$ cat config.mk
export PLATFORM = sky130hd
export DESIGN_NAME = alu_issue_queue_flat
export DESIGN_NICKNAME = d
export VERILOG_FILES = /design/src/rtl/alu_issue_queue_if.sv /design/src/rtl/alu_issue_queue.sv /design/src/flat_wrapper.sv
export SDC_FILE = /design/constraint.sdc
export NUM_CORES = 1
export LEC_CHECK = 0
export ABC_CLOCK_PERIOD_IN_PS = 2800
export CAP_MARGIN = 20
export CORE_MARGIN = 5
export CORE_UTILIZATION = 45
export DETAILED_ROUTE_END_ITERATION = 10
export DONT_BUFFER_PORTS = 1
export HOLD_SLACK_MARGIN = 0.1
export PLACE_DENSITY = 0.57
export SLEW_MARGIN = 10
export SYNTH_ARGS = -nofsm -noshare
export SYNTH_HDL_FRONTEND = slang
export SYNTH_SLANG_ARGS = --single-unit
export TNS_END_PERCENT = 30
$ cat constraint.sdc
create_clock -name clk -period 2.8 [get_ports clk]
set_input_delay 0.56 -clock clk [delete_from_list [all_inputs] [get_ports clk]]
set_output_delay 0.56 -clock clk [all_outputs]
set_load 0.005 [all_outputs]
$ cat src/rtl/alu_issue_queue_if.sv
// Upstream op handshake between an instruction source and the ALU issue queue.
// The master side offers ops and the slave side (the queue) returns in_ready.
interface alu_issue_queue_if;
  logic       in_valid;
  logic       in_ready;
  logic [3:0] in_a;
  logic [1:0] in_inst;
  logic       in_clr;

  modport master (output in_valid, output in_a, output in_inst, output in_clr, input in_ready);
  modport slave  (input in_valid, input in_a, input in_inst, input in_clr, output in_ready);
endinterface

$ cat src/rtl/alu_issue_queue.sv
// FIFO of ALU ops that issues at most one op per cycle into registered ALU controls.
// Idle cycles issue an add-zero NOP so the downstream accumulator holds its value.
module alu_issue_queue #(
  parameter int DEPTH = 4
) (
  input  logic                     clk,
  input  logic                     RESET_N,
  alu_issue_queue_if.slave         up,
  input  logic                     halt,
  input  logic                     flush,
  output logic [3:0]               issue_a,
  output logic [1:0]               issue_inst,
  output logic                     issue_rst,
  output logic                     issue_valid,
  output logic [$clog2(DEPTH):0]   occupancy
);

  localparam int PTR_W = $clog2(DEPTH);
  localparam logic [PTR_W:0]   FULL_C    = (PTR_W + 1)'(DEPTH);
  localparam logic [PTR_W:0]   OCC_ZERO_C = (PTR_W + 1)'(0);
  localparam logic [PTR_W:0]   OCC_ONE_C  = (PTR_W + 1)'(1);
  localparam logic [PTR_W-1:0] PTR_ZERO_C = PTR_W'(0);
  localparam logic [PTR_W-1:0] PTR_ONE_C  = PTR_W'(1);

  typedef struct packed {
    logic [3:0] a;
    logic [1:0] inst;
    logic       clr;
  } entry_t;

  entry_t           mem_r [DEPTH];
  logic [PTR_W-1:0] wr_ptr_r, rd_ptr_r, wr_ptr_s, rd_ptr_s;
  logic [PTR_W:0]   occ_r, occ_s;
  logic             push_s, pop_s;
  entry_t           head_s;
  logic [3:0]       issue_a_s;
  logic [1:0]       issue_inst_s;
  logic             issue_rst_s;
  logic             issue_valid_s;

  // Handshake: readiness never accounts for a same-cycle pop.
  always_comb begin
    up.in_ready = (occ_r != FULL_C) && !flush;
    push_s      = up.in_valid && up.in_ready;
    pop_s       = (occ_r != OCC_ZERO_C) && !halt && !flush;
    head_s      = mem_r[rd_ptr_r];
  end

  // Pointer and occupancy next state; flush overrides everything.
  always_comb begin
    wr_ptr_s = wr_ptr_r;
    rd_ptr_s = rd_ptr_r;
    occ_s    = occ_r;
    if (flush) begin
      wr_ptr_s = PTR_ZERO_C;
      rd_ptr_s = PTR_ZERO_C;
      occ_s    = OCC_ZERO_C;
    end else begin
      if (push_s) begin
        wr_ptr_s = wr_ptr_r + PTR_ONE_C;
      end else begin
        wr_ptr_s = wr_ptr_r;
      end
      if (pop_s) begin
        rd_ptr_s = rd_ptr_r + PTR_ONE_C;
      end else begin
        rd_ptr_s = rd_ptr_r;
      end
      case ({push_s, pop_s})
        2'b10:   occ_s = occ_r + OCC_ONE_C;
        2'b01:   occ_s = occ_r - OCC_ONE_C;
        default: occ_s = occ_r;
      endcase
    end
  end

  // Issue register next values: popped entry, clear op, or NOP.
  always_comb begin
    issue_a_s     = 4'd0;
    issue_inst_s  = 2'b00;
    issue_rst_s   = 1'b0;
    issue_valid_s = 1'b0;
    if (pop_s) begin
      issue_valid_s = 1'b1;
      if (head_s.clr) begin
        issue_rst_s = 1'b1;
      end else begin
        issue_a_s    = head_s.a;
        issue_inst_s = head_s.inst;
      end
    end else begin
      issue_valid_s = 1'b0;
    end
  end

  // Entry storage is deliberately not reset; pointers alone define validity.
  always_ff @(posedge clk) begin
    if (push_s) begin
      mem_r[wr_ptr_r] <= entry_t'({up.in_a, up.in_inst, up.in_clr});
    end
  end

  // Control state; reset holds the ALU accumulator cleared via issue_rst.
  always_ff @(posedge clk or negedge RESET_N) begin
    if (!RESET_N) begin
      wr_ptr_r    <= PTR_ZERO_C;
      rd_ptr_r    <= PTR_ZERO_C;
      occ_r       <= OCC_ZERO_C;
      issue_a     <= 4'd0;
      issue_inst  <= 2'b00;
      issue_rst   <= 1'b1;
      issue_valid <= 1'b0;
    end else begin
      wr_ptr_r    <= wr_ptr_s;
      rd_ptr_r    <= rd_ptr_s;
      occ_r       <= occ_s;
      issue_a     <= issue_a_s;
      issue_inst  <= issue_inst_s;
      issue_rst   <= issue_rst_s;
      issue_valid <= issue_valid_s;
    end
  end

  assign occupancy = occ_r;

endmodule

$ cat src/flat_wrapper.sv
// flat-port wrapper written by rule: the top's interface ports become plain ports
module alu_issue_queue_flat 
#(
  parameter int DEPTH = 4
)
  (clk, RESET_N, halt, flush, issue_a, issue_inst, issue_rst, issue_valid, occupancy, up_in_valid, up_in_a, up_in_inst, up_in_clr, up_in_ready);
  alu_issue_queue_if up_i ();
  input  logic clk;
  input  logic RESET_N;
  input  logic halt;
  input  logic flush;
  output logic [3:0] issue_a;
  output logic [1:0] issue_inst;
  output logic issue_rst;
  output logic issue_valid;
  output logic [$clog2(DEPTH):0] occupancy;
  input wire logic [$bits(up_i.in_valid)-1:0] up_in_valid;
  input wire logic [$bits(up_i.in_a)-1:0] up_in_a;
  input wire logic [$bits(up_i.in_inst)-1:0] up_in_inst;
  input wire logic [$bits(up_i.in_clr)-1:0] up_in_clr;
  output wire logic [$bits(up_i.in_ready)-1:0] up_in_ready;
  assign up_i.in_valid = up_in_valid;
  assign up_i.in_a = up_in_a;
  assign up_i.in_inst = up_in_inst;
  assign up_i.in_clr = up_in_clr;
  assign up_in_ready = up_i.in_ready;
  alu_issue_queue #(.DEPTH(DEPTH)) u_core (.clk(clk), .RESET_N(RESET_N), .up(up_i), .halt(halt), .flush(flush), .issue_a(issue_a), .issue_inst(issue_inst), .issue_rst(issue_rst), .issue_valid(issue_valid), .occupancy(occupancy));
endmodule
Word level (Yosys, flattened, before mapping):

Memory sizes are Yosys's and may differ from the RTL's.
Cells that the tools add are included.

* register bits: 15
* bits in latches: 0
* RAM bits: 28
* ROM bits: 0
* word-level logic and storage cells: 40
* memories kept: 1

* $add $sub $neg: 4
* multiply operators: 0
* divide/modulo/power cells: 0
* $lt $le $gt $ge: 0
* eq/ne operators: 3
* shift-type cells: 0
* mux-type cells: 15
* bitwise gates (word level): 0
* reduce and logical (&&, ||, !) cells: 10

Memories
* u_core.mem_r: words 4, bits a word 7, rd ports 1, clocked after memory_dff 0, write ports 1, line alu_issue_queue.sv:31 `entry_t mem_r [DEPTH];`

Operators with widths (count)
* 2-bit two-way mux: 6
* 4-bit two-way mux: 2
* 3-bit case mux with 2 select lines: 1
* 3-bit nonzero test: 2
* 1-bit two-way mux: 5
* 2-bit by 1-bit adder with 2-bit output, second input constant: 2
* 1-bit logical AND: 4
* 2-bit nonzero test: 2
* 3-bit by 1-bit adder with 3-bit output, second input constant: 1
* 3-bit two-way mux: 1
* 3-bit inequality test, second input constant: 1
* 3-bit by 1-bit subtractor with 3-bit output, second input constant: 1
* 2-bit by 1-bit == test with 1-bit output, second input constant: 1
* 2-bit == test, second input constant: 1
* 1-bit zero test: 2

Depth between registers and ports, before layout:

Gate-level depths: netlist of the first run.

* depth in word-level cells: 6
* gate-level depth with buffers: 7
* depth with buffers taken out: 6

Worst setup path before layout of the first run:

Ideal clock, no wire load.

* kind: input-to-reg
* start: in halt
* end: reg u_core.occ_r[1], in the netlist u_core.occupancy[1]
* library setup time: 0.146 ns
* arrival: 1.926 ns
* required time: 2.654 ns
* slack: 0.728 ns
* stages on the path: 7
* buffers on the path: 2
* path through: buf_4 > clkbuf_1 > nor4_1 > fa_1 > nor2_1 > o21a_1 > a311oi_1

* longest elaborated chain between the ends: 6
* elaborated cells on any way between the ends: 8
* classes of those cells: 2 x eq/ne; 2 x mux; 4 x reduce/logical

RTL lines
* start, declared: line flat_wrapper.sv:10 `input logic halt;`
* 1-bit zero test *: line alu_issue_queue.sv:45 `pop_s = (occ_r != OCC_ZERO_C) && !halt && !flush;`
* 1-bit logical AND * (2 in series): line alu_issue_queue.sv:45
* 2-bit by 1-bit == test with 1-bit output or 2-bit == test (tied branches): line alu_issue_queue.sv:69 `case ({push_s, pop_s})`
* 3-bit case mux with 2 select lines: line alu_issue_queue.sv:69
* 3-bit two-way mux: line alu_issue_queue.sv:54 `if (flush) begin`
* end signal, assigned: line alu_issue_queue.sv:116 `occ_r <= occ_s;`
* end, declared: line alu_issue_queue.sv:33 `logic [PTR_W:0] occ_r, occ_s;`

Mark *: on every way between the ends. The rest lies on a longest branch, timed or not.
A chain may end at the register's enable or synchronous reset.

Worst setup path after layout of the first run:

* start: reg u_core.occ_r[0], in the netlist u_core.occupancy[0]
* end: reg u_core.occ_r[2], in the netlist u_core.occupancy[2]

* longest elaborated chain between the ends: 6
* elaborated cells on any way between the ends: 13
* classes of those cells: 2 x add/sub; 3 x eq/ne; 2 x mux; 6 x reduce/logical

RTL lines (line)
* 3-bit inequality test or 3-bit nonzero test (tied branches): alu_issue_queue.sv:43, alu_issue_queue.sv:45
* 1-bit logical AND (on tied branches): alu_issue_queue.sv:43, alu_issue_queue.sv:45
* 1-bit logical AND (on tied branches): alu_issue_queue.sv:44, alu_issue_queue.sv:45
* 2-bit by 1-bit == test with 1-bit output or 2-bit == test (tied branches): alu_issue_queue.sv:69
* 3-bit case mux with 2 select lines: alu_issue_queue.sv:69
* 3-bit two-way mux: alu_issue_queue.sv:54

Several ways; a longest one is shown, not always the timed one.

==> impl_metrics.csv, run 1 <==
group,metric,value,unit
worst_hold_path,holdCritStartpoint,"flush",
clocking,htreeDepth,2,
die,fp.dieH,75.3,um
sta,finClkSkew,6.12,ps
clocking,numCtsBuffers,5,
route,drtPass1Iterations,3,
sta,hold_slack,320,ps
worst_setup_path,arrival,2240,ps
pwr,comb_power_share,8.1,%
global_route,grt_pass1_vias,986,
clocking,clock_latency,290,ps
pwr,p_switching,0.297,mW
die,core,4060,um^2
placement,dpl-instance-area,1910,um^2
route,wl,2940,um
synth,synthMuxAreaShare,9.99,%
synth,synth_xor_xnor_area_share,0.457,%
worst_setup_path,timing.rr.end,"u_core.occupancy[2]$_DFFE_PN0P_",
synth,yosys.area_share.adder,3.66,%
cells_and_area,fin_area,2060,um^2
sta,tightest_slew,674,ps
route,antenna_left,0,
synth,synthDistinctLibCells,41,
synth,ys_ff_latch,43,
pwr,pwr_density_cell,692,nW/um^2
route,avgRoutedWirePerCell,16.9,um
sta,slew_headroom,54.9,%
worst_setup_path,worst-r2r-setup-slack,730,ps
cells_and_area,nNetsFinal,140,
sta,finalCriticalPeriod,2070,ps
synth,synth-main-ff-cell,"edfxtp_1",
clocking,tritoncts,"built",
pwr,cellLeakagePower,0.729,nW
synth,ys_async_sr_fraction,34.9,%
synth,yosys.area_share.simple,11.0,%
worst_setup_path,critPathKind,"flip-flop to flip-flop",
cells_and_area,multi_input_area,608,um^2
synth,synth_compound_area_share,6.59,%
global_route,grt_max_degree,20,
cells_and_area,fillers,342,
placement,dp_slack,728,ps
cells_and_area,area_delta_synth_final,7.31,%
worst_hold_path,hp-class,"primary input to flip-flop",
sta,worst_slack,728,ps
synth,avgSynthCellArea,15.6,um^2
placement,port_buffers,0,
die,die_w,75.3,um
clocking,cts_buffer_depth,2,
sta,setup_viol,0,
synth,synth_top_family_by_area,"simple AND/OR/NAND/NOR gates",
sta,drv_slew,0,
synth,ys_warn_count,0,
clocking,clock_sinks,43,
cells_and_area,final_common_cell,"edfxtp_1",
sta,hold_violations,0,
cells_and_area,final_cell_mix,"28 x edfxtp_1, 14 x dfrtp_1, 7 x inv_1",
global_route,grt_pass1_wl,4830,um
worst_setup_path,cp.required,2970,ps
synth,synth_cells,123,
sta,setup_tns,0,ps
sta,clock.fmax,483,MHz
worst_setup_path,worstPathMaxFanout,12,
die,design.die.area,5660,um^2
cells_and_area,layout-drive-gt1-share,10.5,%
placement,dpl.hpwl,2060,um
global_route,antenna_found_initial,0,
global_route,grt_usage,11.6,%
worst_setup_path,r2r-start,"u_core.occupancy[0]$_DFFE_PN0P_",
clocking,ctsResizeCount,0,
pwr,clkPwrFrac,39.5,%
worst_hold_path,whs_path_depth,1,
route,num_vias,988,
clocking,cts.clk_slew.worst_paths,80,ps
synth,synth_edf_count,28,
pwr,pwr-share-seq,52.4,%
pwr,internal_power,1.13,mW
cells_and_area,antenna_cells,0,
worst_setup_path,r2r_cells,5,
route,vias_per_cell,5.68,
worst_setup_path,worstSetupStartpointType,"flip-flop",
route,drc,0,
die,start_util,47.2,%
sta,finalCritPeriodShare,74.0,%
worst_setup_path,endpoint_kind,"flip-flop",
synth,synthesis.nets,140,
placement,gp_congestion,0.776,
sta,rsz0062_at_grt,"false",
pwr,p_sw_share,20.8,%
worst_hold_path,whs_endpoint,"u_core.occupancy[2]$_DFFE_PN0P_",
pwr,max-vdd-ir-drop,0.000322,V
route,drtIter0Drc,83,
outcome,status,"finished clean",
run,cap_violations,0,
cells_and_area,seq_area,1220,um^2
global_route,grt_overflow,0,
synth,syn-cell-area,1920,um^2
pwr,power.total,1.42,mW
clocking,cts-root-buf,"clkbuf_8",
die,ios,24,
die,placementRows,23,
synth,ys_seq_area_share,63.5,%
==> power groups by stage <==
stage                     registers, mW  logic [mW]  clock network, mW
after floorplan                   0.736       0.131                  0
after global placement            0.759       0.108                  0
after detailed placement          0.761       0.112                  0
after CTS                         0.747       0.118              0.566
after global routing              0.753       0.131              0.591
final                             0.746       0.116              0.563
==> flip-flops by register name (all words and copies together) (netlist names) <==
| name | count |
|---|---|
| u_core.issue_a | 4 |
| u_core.issue_inst | 2 |
| u_core.issue_rst | 1 |
| u_core.issue_valid | 1 |
| u_core.mem_r | 28 |
| u_core.occupancy | 3 |
| u_core.rd_ptr_r | 2 |
| u_core.wr_ptr_r | 2 |
==> worst max-delay path, stage by stage, from the launching register on <==
cell and delay [ps]:
dfrtp_1 560, nor3_4 360, nor4_1 110, fa_1 440, o311ai_0 370, a31oi_1 130
==> per-layer routing <==
| layer | routed length, um | vias to the layer above | track usage [%] |
|---|---|---|---|
| met3 | 184 | 2 | 4.41 |
| met2 | 1340 | 20 | 17.2 |
| li1 | - | 470 | - |
| met1 | 1400 | 496 | 16.0 |
| met4 | 21 | 0 | 3.50 |
| met5 | 0 | - | 0 |
==> worst max-delay path by stage <==
stage | depth (start not counted) | from | endpoint | slack [ps]
6_report | 5 | u_core.occupancy[0]$_DFFE_PN0P_ | u_core.occupancy[2]$_DFFE_PN0P_ | 730
5_1_grt | 6 | u_core.occupancy[0]$_DFFE_PN0P_ | u_core.occupancy[2]$_DFFE_PN0P_ | 530
4_1_cts | 5 | u_core.occupancy[0]$_DFFE_PN0P_ | u_core.occupancy[2]$_DFFE_PN0P_ | 720
3_5_place_dp | 6 | u_core.occupancy[0]$_DFFE_PN0P_ | u_core.occupancy[1]$_DFFE_PN0P_ | 730
3_3_place_gp | 5 | u_core.occupancy[0]$_DFFE_PN0P_ | u_core.occupancy[2]$_DFFE_PN0P_ | 830
2_1_floorplan | 7 | halt | u_core.occupancy[1]$_DFFE_PN0P_ | 730
==> cell usage after synthesis (2+ instances only) <==
master    instances  share of area [%]
clkbuf_1          3               0.59
nor2b_1           6                2.0
or3_1             2               0.65
ha_1              4                2.6
buf_4             2               0.78
dfrtp_1          14                 18
nor2_1            5               0.98
o21a_1            2               0.78
o21ai_0           3               0.78
and2_1            5                1.6
o211ai_1          2               0.78
inv_1             7                1.4
a21oi_1           5                1.3
nand3_1           2               0.52
edfxtp_1         28                 44
nor3_1            2               0.52
clkbuf_8          2                1.4
mux4_1            6                8.2
==> kinds of logic (layout without fill, tap and decap cells) <==
family / Yosys count / after routing
multiplexers: 8 / 8
XOR/XNOR: 1 / 1
AND/OR/NAND/NOR: 32 / 32
adder cells (fa/ha/maj): 5 / 5
buffers and inverters: 15 / 16
AO/OA/AOI/OAI: 19 / 19
flip-flops: 43 / 43
==> per-stage QoR <==
stage	util [%]	std cells
floorplan	-	123
global placement	47.2	165
detailed placement	47.2	165
CTS	50.7	174
global route	50.7	174
finish	50.7	174
==> final cells by class <==
class | count | area share, %
clock buffer | 6 | 3.53
clock inverter | 2 | 2.92
inverter | 7 | 1.28
multi-input combinational | 65 | 29.6
sequential | 43 | 59.2
tap | 50 | 3.04
timing repair buffer | 1 | 0.487
==> repair_timing <==
item	CTS	global route
hold buffers	1	0
setup buffers	0	0
endpoints found under the hold margin	15	0
endpoints found under the setup margin	0	0
No activity file was read; power rests on OpenSTA's default activity.
==> run 2: changes to the inputs <==
Settings changed: ABC_CLOCK_PERIOD_IN_PS 2800 to 2009.
Clock period 2.8 ns to 2.01 ns, I/O delays scaled along.
==> run 2 against run 1 <==
  * Power increased by 28%
  * Clock skew decreased by 1.3 ps
  * Non-clock buffer count increased by 11
==> impl_metrics.csv, run 2 (same netlist as run 1, synthesis figures left out) <==
group,metric,value,unit
global_route,grt_max_degree,20,
cells_and_area,regMostFlops,"u_core.mem_r",
clocking,numCtsBuffers,5,
pwr,pwr_density_cell,857,nW/um^2
worst_setup_path,critPathKind,"flip-flop to flip-flop",
cells_and_area,nNetsFinal,151,
worst_setup_path,worstSetupStartpointType,"flip-flop",
global_route,use_met1,17.0,%
die,start_util,47.2,%
global_route,grt_usage,12.6,%
global_route,grt.busiest_layer,"met2",
pwr,comb_power_share,12.1,%
cells_and_area,area_delta_synth_final,11.2,%
run,cap_violations,0,
worst_setup_path,endpoint_kind,"flip-flop",
pwr,clkPwrFrac,31.9,%
route,wl,3210,um
worst_setup_path,worstPathMaxFanout,10,
sta,tightest_slew,680,ps
route,drtIter0Drc,66,
cells_and_area,antenna_cells,0,
clocking,cts-root-buf,"clkbuf_8",
cells_and_area,largest_reg_flops,28,
route,antenna_left,0,
global_route,grt_pass1_wl,5210,um
sta,clock.fmax,539,MHz
pwr,pwr-share-seq,56.0,%
cells_and_area,final_common_cell,"edfxtp_1",
worst_setup_path,arrival,2060,ps
pwr,internal_power,1.42,mW
sta,finClkSkew,4.80,ps
clocking,cts.clk_slew.worst_paths,80,ps
global_route,grt_util_met2,20.0,%
die,placementRows,23,
worst_setup_path,cp.required,2220,ps
global_route,grt_pass1_vias,1059,
die,design.die.area,5660,um^2
global_route,antenna_found_initial,0,
placement,gp_congestion,0.803,
die,die_w,75.3,um
die,ios,24,
clocking,cts_buffer_depth,2,
sta,hold_slack,173,ps
route,drc,0,
route,drtPass1Iterations,4,
die,fp.dieH,75.3,um
global_route,grtUsageMet3,4.01,%
pwr,max-vdd-ir-drop,0.000556,V
sta,drv_slew,0,
outcome,status,"finished clean",
clocking,clock_sinks,43,
placement,port_buffers,0,
clocking,clock_latency,280,ps
sta,slew_headroom,54.5,%
pwr,p_sw_share,22.3,%
cells_and_area,layout-drive-gt1-share,20.7,%
sta,rsz0062_at_grt,"false",
cells_and_area,final_cell_mix,"28 x edfxtp_1, 12 x dfrtp_1, 10 x buf_4",
clocking,post_cts_buffers,0,
sta,finalCritPeriodShare,92.3,%
placement,dp.cells,176,
worst_hold_path,hp-class,"primary input to flip-flop",
sta,setup_viol,0,
cells_and_area,layout.cells.non_filler,185,
pwr,cellLeakagePower,0.772,nW
die,core,4060,um^2
route,num_vias,1041,
global_route,grt_overflow,0,
sta,hold_violations,0,
route,vias_per_cell,5.63,
sta,finalCriticalPeriod,1850,ps
clocking,htreeDepth,2,
pwr,p_switching,0.406,mW
clocking,tritoncts,"built",
placement,dpl.hpwl,2280,um
route,avgRoutedWirePerCell,17.3,um
sta,setup_tns,0,ps
[run 2: layout make-up]
| class | count | area, um^2 |
|---|---|---|
| inverters | 7 | 26.3 |
| well taps | 50 | 62.6 |
| flip-flops and latches | 43 | 1220 |
| clock buffers | 8 | 100 |
| repair buffers | 12 | 105 |
| multi-input cells | 65 | 617 |
| fillers | 337 | 1930 |
[run 2: critical path, cell delays in order, from the launching register on]
cell and delay, ps:
dfrtp_2 510, o21a_1 230, nor4_2 210, fa_2 310, nor4bb_1 290, a41oi_1 70
a31oi_1 170
[run 2: timing repair]
action | in CTS | in global routing
gates resized for setup | 2 | 2
endpoints found under the hold margin | 15 | 0
setup endpoints to repair | 1 | 2
hold buffers | 1 | 0
gates cloned | 0 | 0
[run 2: final timing paths]
path / start / endpoint / slack [ps] / depth (start not counted)
max: u_core.occupancy[1]$_DFFE_PN0P_ / u_core.occupancy[2]$_DFFE_PN0P_ / 160 / 6
max in group asynchronous: RESET_N / u_core.occupancy[0]$_DFFE_PN0P_ / 930 / 1
min in group asynchronous: RESET_N / u_core.issue_valid$_DFF_PN0_ / 600 / 1
min: flush / u_core.occupancy[2]$_DFFE_PN0P_ / 170 / 1
min reg2reg: u_core.wr_ptr_r[0]$_DFFE_PN0P_ / u_core.wr_ptr_r[0]$_DFFE_PN0P_ / 630 / 2
max reg2reg: u_core.occupancy[1]$_DFFE_PN0P_ / u_core.occupancy[2]$_DFFE_PN0P_ / 160 / 6
[run 2: routing by layer]
| layer | up-vias | wire length [um] |
|---|---|---|
| met2 | 22 | 1510 |
| met4 | 0 | 14 |
| met1 | 529 | 1480 |
| met5 | - | 0 |
| li1 | 488 | - |
| met3 | 2 | 198 |
[run 2: power groups by stage]
| stage | registers (mW) | clock network, mW | logic (mW) |
|---|---|---|---|
| 3_3_place_gp | 1.04 | 0 | 0.204 |
| 6_report | 1.02 | 0.582 | 0.221 |
| 3_5_place_dp | 1.04 | 0 | 0.215 |
| 4_1_cts | 1.02 | 0.597 | 0.226 |
| 2_1_floorplan | 1.02 | 0 | 0.182 |
| 5_1_grt | 1.03 | 0.642 | 0.247 |
[run 2: per-stage QoR]
stage	utilization, %	setup slack, ps	total power, mW	cell area, um^2
after CTS	52.5	79.9	1.84	2130
after global routing	52.5	34.0	1.92	2130
after floorplan	-	95.9	1.21	1920
after detailed placement	49.5	-6.44	1.26	2010
final	52.5	156	1.83	2130
after global placement	49.5	183	1.24	2010
==> run 3: changes to the inputs <==
Settings changed: GPL_TIMING_DRIVEN set to 0.
==> run 3 against run 2 <==
  * Cell count down 0.54%
  * Worst setup slack worse by 96 ps
  * First-iteration DRC count rose by 6.1%
  * Clock-buffer cell count shrank 3
  * Largest cell class unchanged
==> impl_metrics.csv, run 3 (same netlist as run 1, synthesis figures left out) <==
group,metric,value,unit
route,drtIter0Drc,70,
outcome,status,"finished clean",
route,wl,3220,um
clocking,cts.clk_slew.worst_paths,80,ps
cells_and_area,final_common_cell,"edfxtp_1",
sta,worst_slack,60.0,ps
cells_and_area,area_delta_synth_final,12.3,%
route,num_vias,1015,
placement,port_buffers,0,
pwr,cellLeakagePower,0.765,nW
worst_setup_path,critPathKind,"flip-flop to flip-flop",
sta,finalCriticalPeriod,1950,ps
cells_and_area,final_core_util,53.1,%
clocking,tritoncts,"built",
global_route,grt_pass1_vias,1042,
sta,setup_viol,0,
die,fp.dieH,75.3,um
cells_and_area,regMostFlops,"u_core.mem_r",
worst_setup_path,r2r-start,"u_core.occupancy[0]$_DFFE_PN0P_",
pwr,pwr_density_cell,896,nW/um^2
route,antenna_left,0,
sta,slew_headroom,55.8,%
worst_hold_path,holdCritStartpoint,"up_in_a[0]",
clocking,numCtsBuffers,5,
global_route,grt_pass1_wl,5340,um
sta,hold_violations,0,
worst_setup_path,startpoint,"u_core.occupancy[0]$_DFFE_PN0P_",
pwr,max-vdd-ir-drop,0.000509,V
cells_and_area,fillers,324,
route,drtPass1Iterations,3,
sta,finClkSkew,5.57,ps
worst_hold_path,hp-class,"primary input to flip-flop",
cells_and_area,layout-drive-gt1-share,20.9,%
sta,rsz0062_at_grt,"true",
worst_setup_path,r2r_cells,7,
global_route,grt_max_degree,16,
worst_setup_path,worstSetupStartpointType,"flip-flop",
worst_setup_path,endpoint_kind,"flip-flop",
clocking,clock_latency,290,ps
cells_and_area,largest_reg_flops,28,
die,die_w,75.3,um
cells_and_area,nNetsFinal,150,
sta,hold_slack,202,ps
worst_setup_path,worstPathMaxFanout,10,
route,drc,0,
cells_and_area,final_cell_mix,"28 x edfxtp_1, 12 x dfrtp_1, 7 x inv_1",
run,cap_violations,0,
route,vias_per_cell,5.52,
clocking,clock_sinks,43,
die,start_util,47.2,%
clocking,htreeDepth,2,
die,core,4060,um^2
sta,setup_tns,0,ps
placement,dpl.hpwl,2200,um
global_route,grt_usage,13.1,%
sta,finalCritPeriodShare,97.0,%
clocking,cts-root-buf,"clkbuf_8",
clocking,cts_buffer_depth,2,
route,avgRoutedWirePerCell,17.5,um
global_route,antenna_found_initial,0,
sta,drv_slew,0,
placement,gp_congestion,0.785,
worst_setup_path,cp.required,2200,ps
sta,tightest_slew,661,ps
sta,clock.fmax,513,MHz
die,design.die.area,5660,um^2
placement,dp_slack,-121,ps
die,placementRows,23,
worst_setup_path,arrival,2140,ps
cells_and_area,antenna_cells,0,
global_route,grt_overflow,0,
die,ios,24,
worst_hold_path,whs_path_depth,0,
run 3: cell count changes in the layout (fill, tap and decap cells not counted), sizes merged:
cell,change
buf,-5
bufinv,+1
clkinv,+2
clkbuf,+1
run 3: timing repair:
action                                  in CTS  in global routing
gates resized for setup                      2                  8
endpoints found under the setup margin       2                 30
setup buffers                                1                  1
hold buffers                                 1                  0
endpoints found under the hold margin       15                  0
pin swaps                                    1                  3
run 3: final timing paths:
kind                                                   end  slack (ps)
setup / recovery           u_core.occupancy[1]$_DFFE_PN0P_          60
setup reg to reg           u_core.occupancy[1]$_DFFE_PN0P_          60
hold / removal                u_core.mem_r[0][3]$_DFFE_PP_         200
min in group asynchronous      u_core.issue_a[2]$_DFF_PN0_         580
hold reg to reg             u_core.wr_ptr_r[0]$_DFFE_PN0P_         620
max in group asynchronous  u_core.occupancy[1]$_DFFE_PN0P_         970
run 3: where the power goes:
part	switching (mW)	internal, mW
Combinational	0.128	0.130
Clock	0.288	0.370
Sequential	0.0275	0.987
run 3: area by class of cell:
cell class                 instances  area [um^2]  area share [%]
buffer                             8         66.3            3.08
clock buffer                       5         68.8            3.20
clock inverter                     3         43.8            2.03
inverter                           7         26.3            1.22
multi-input combinational         65          641            29.8
sequential                        43         1220            56.7
tap                               50         62.6            2.91
timing repair buffer               3         25.0            1.16
run 3: stage by stage:
step           instances  instance area (um^2)  power [mW]
2_1_floorplan        123                  1920        1.21
3_3_place_gp         173                  1980        1.24
3_5_place_dp         173                  1980        1.25
4_1_cts              183                  2120        1.92
5_1_grt              184                  2150        2.01
6_report             184                  2150        1.93
run 3: per-layer routing:
layer,vias to the layer above,GRT usage (%),wire length (um)
met5,-,0,0
li1,486,-,-
met1,505,18.3,1490
met3,5,4.41,174
met2,19,19.2,1520
met4,0,4.66,33
run 3: critical path: stages, from the launching register on:
cell and delay, ps:
dfrtp_2 460, buf_8 160, nor3_4 210, nor4_4 70, fa_2 560, nor2_1 40, o21a_1 160, a311oi_1 190
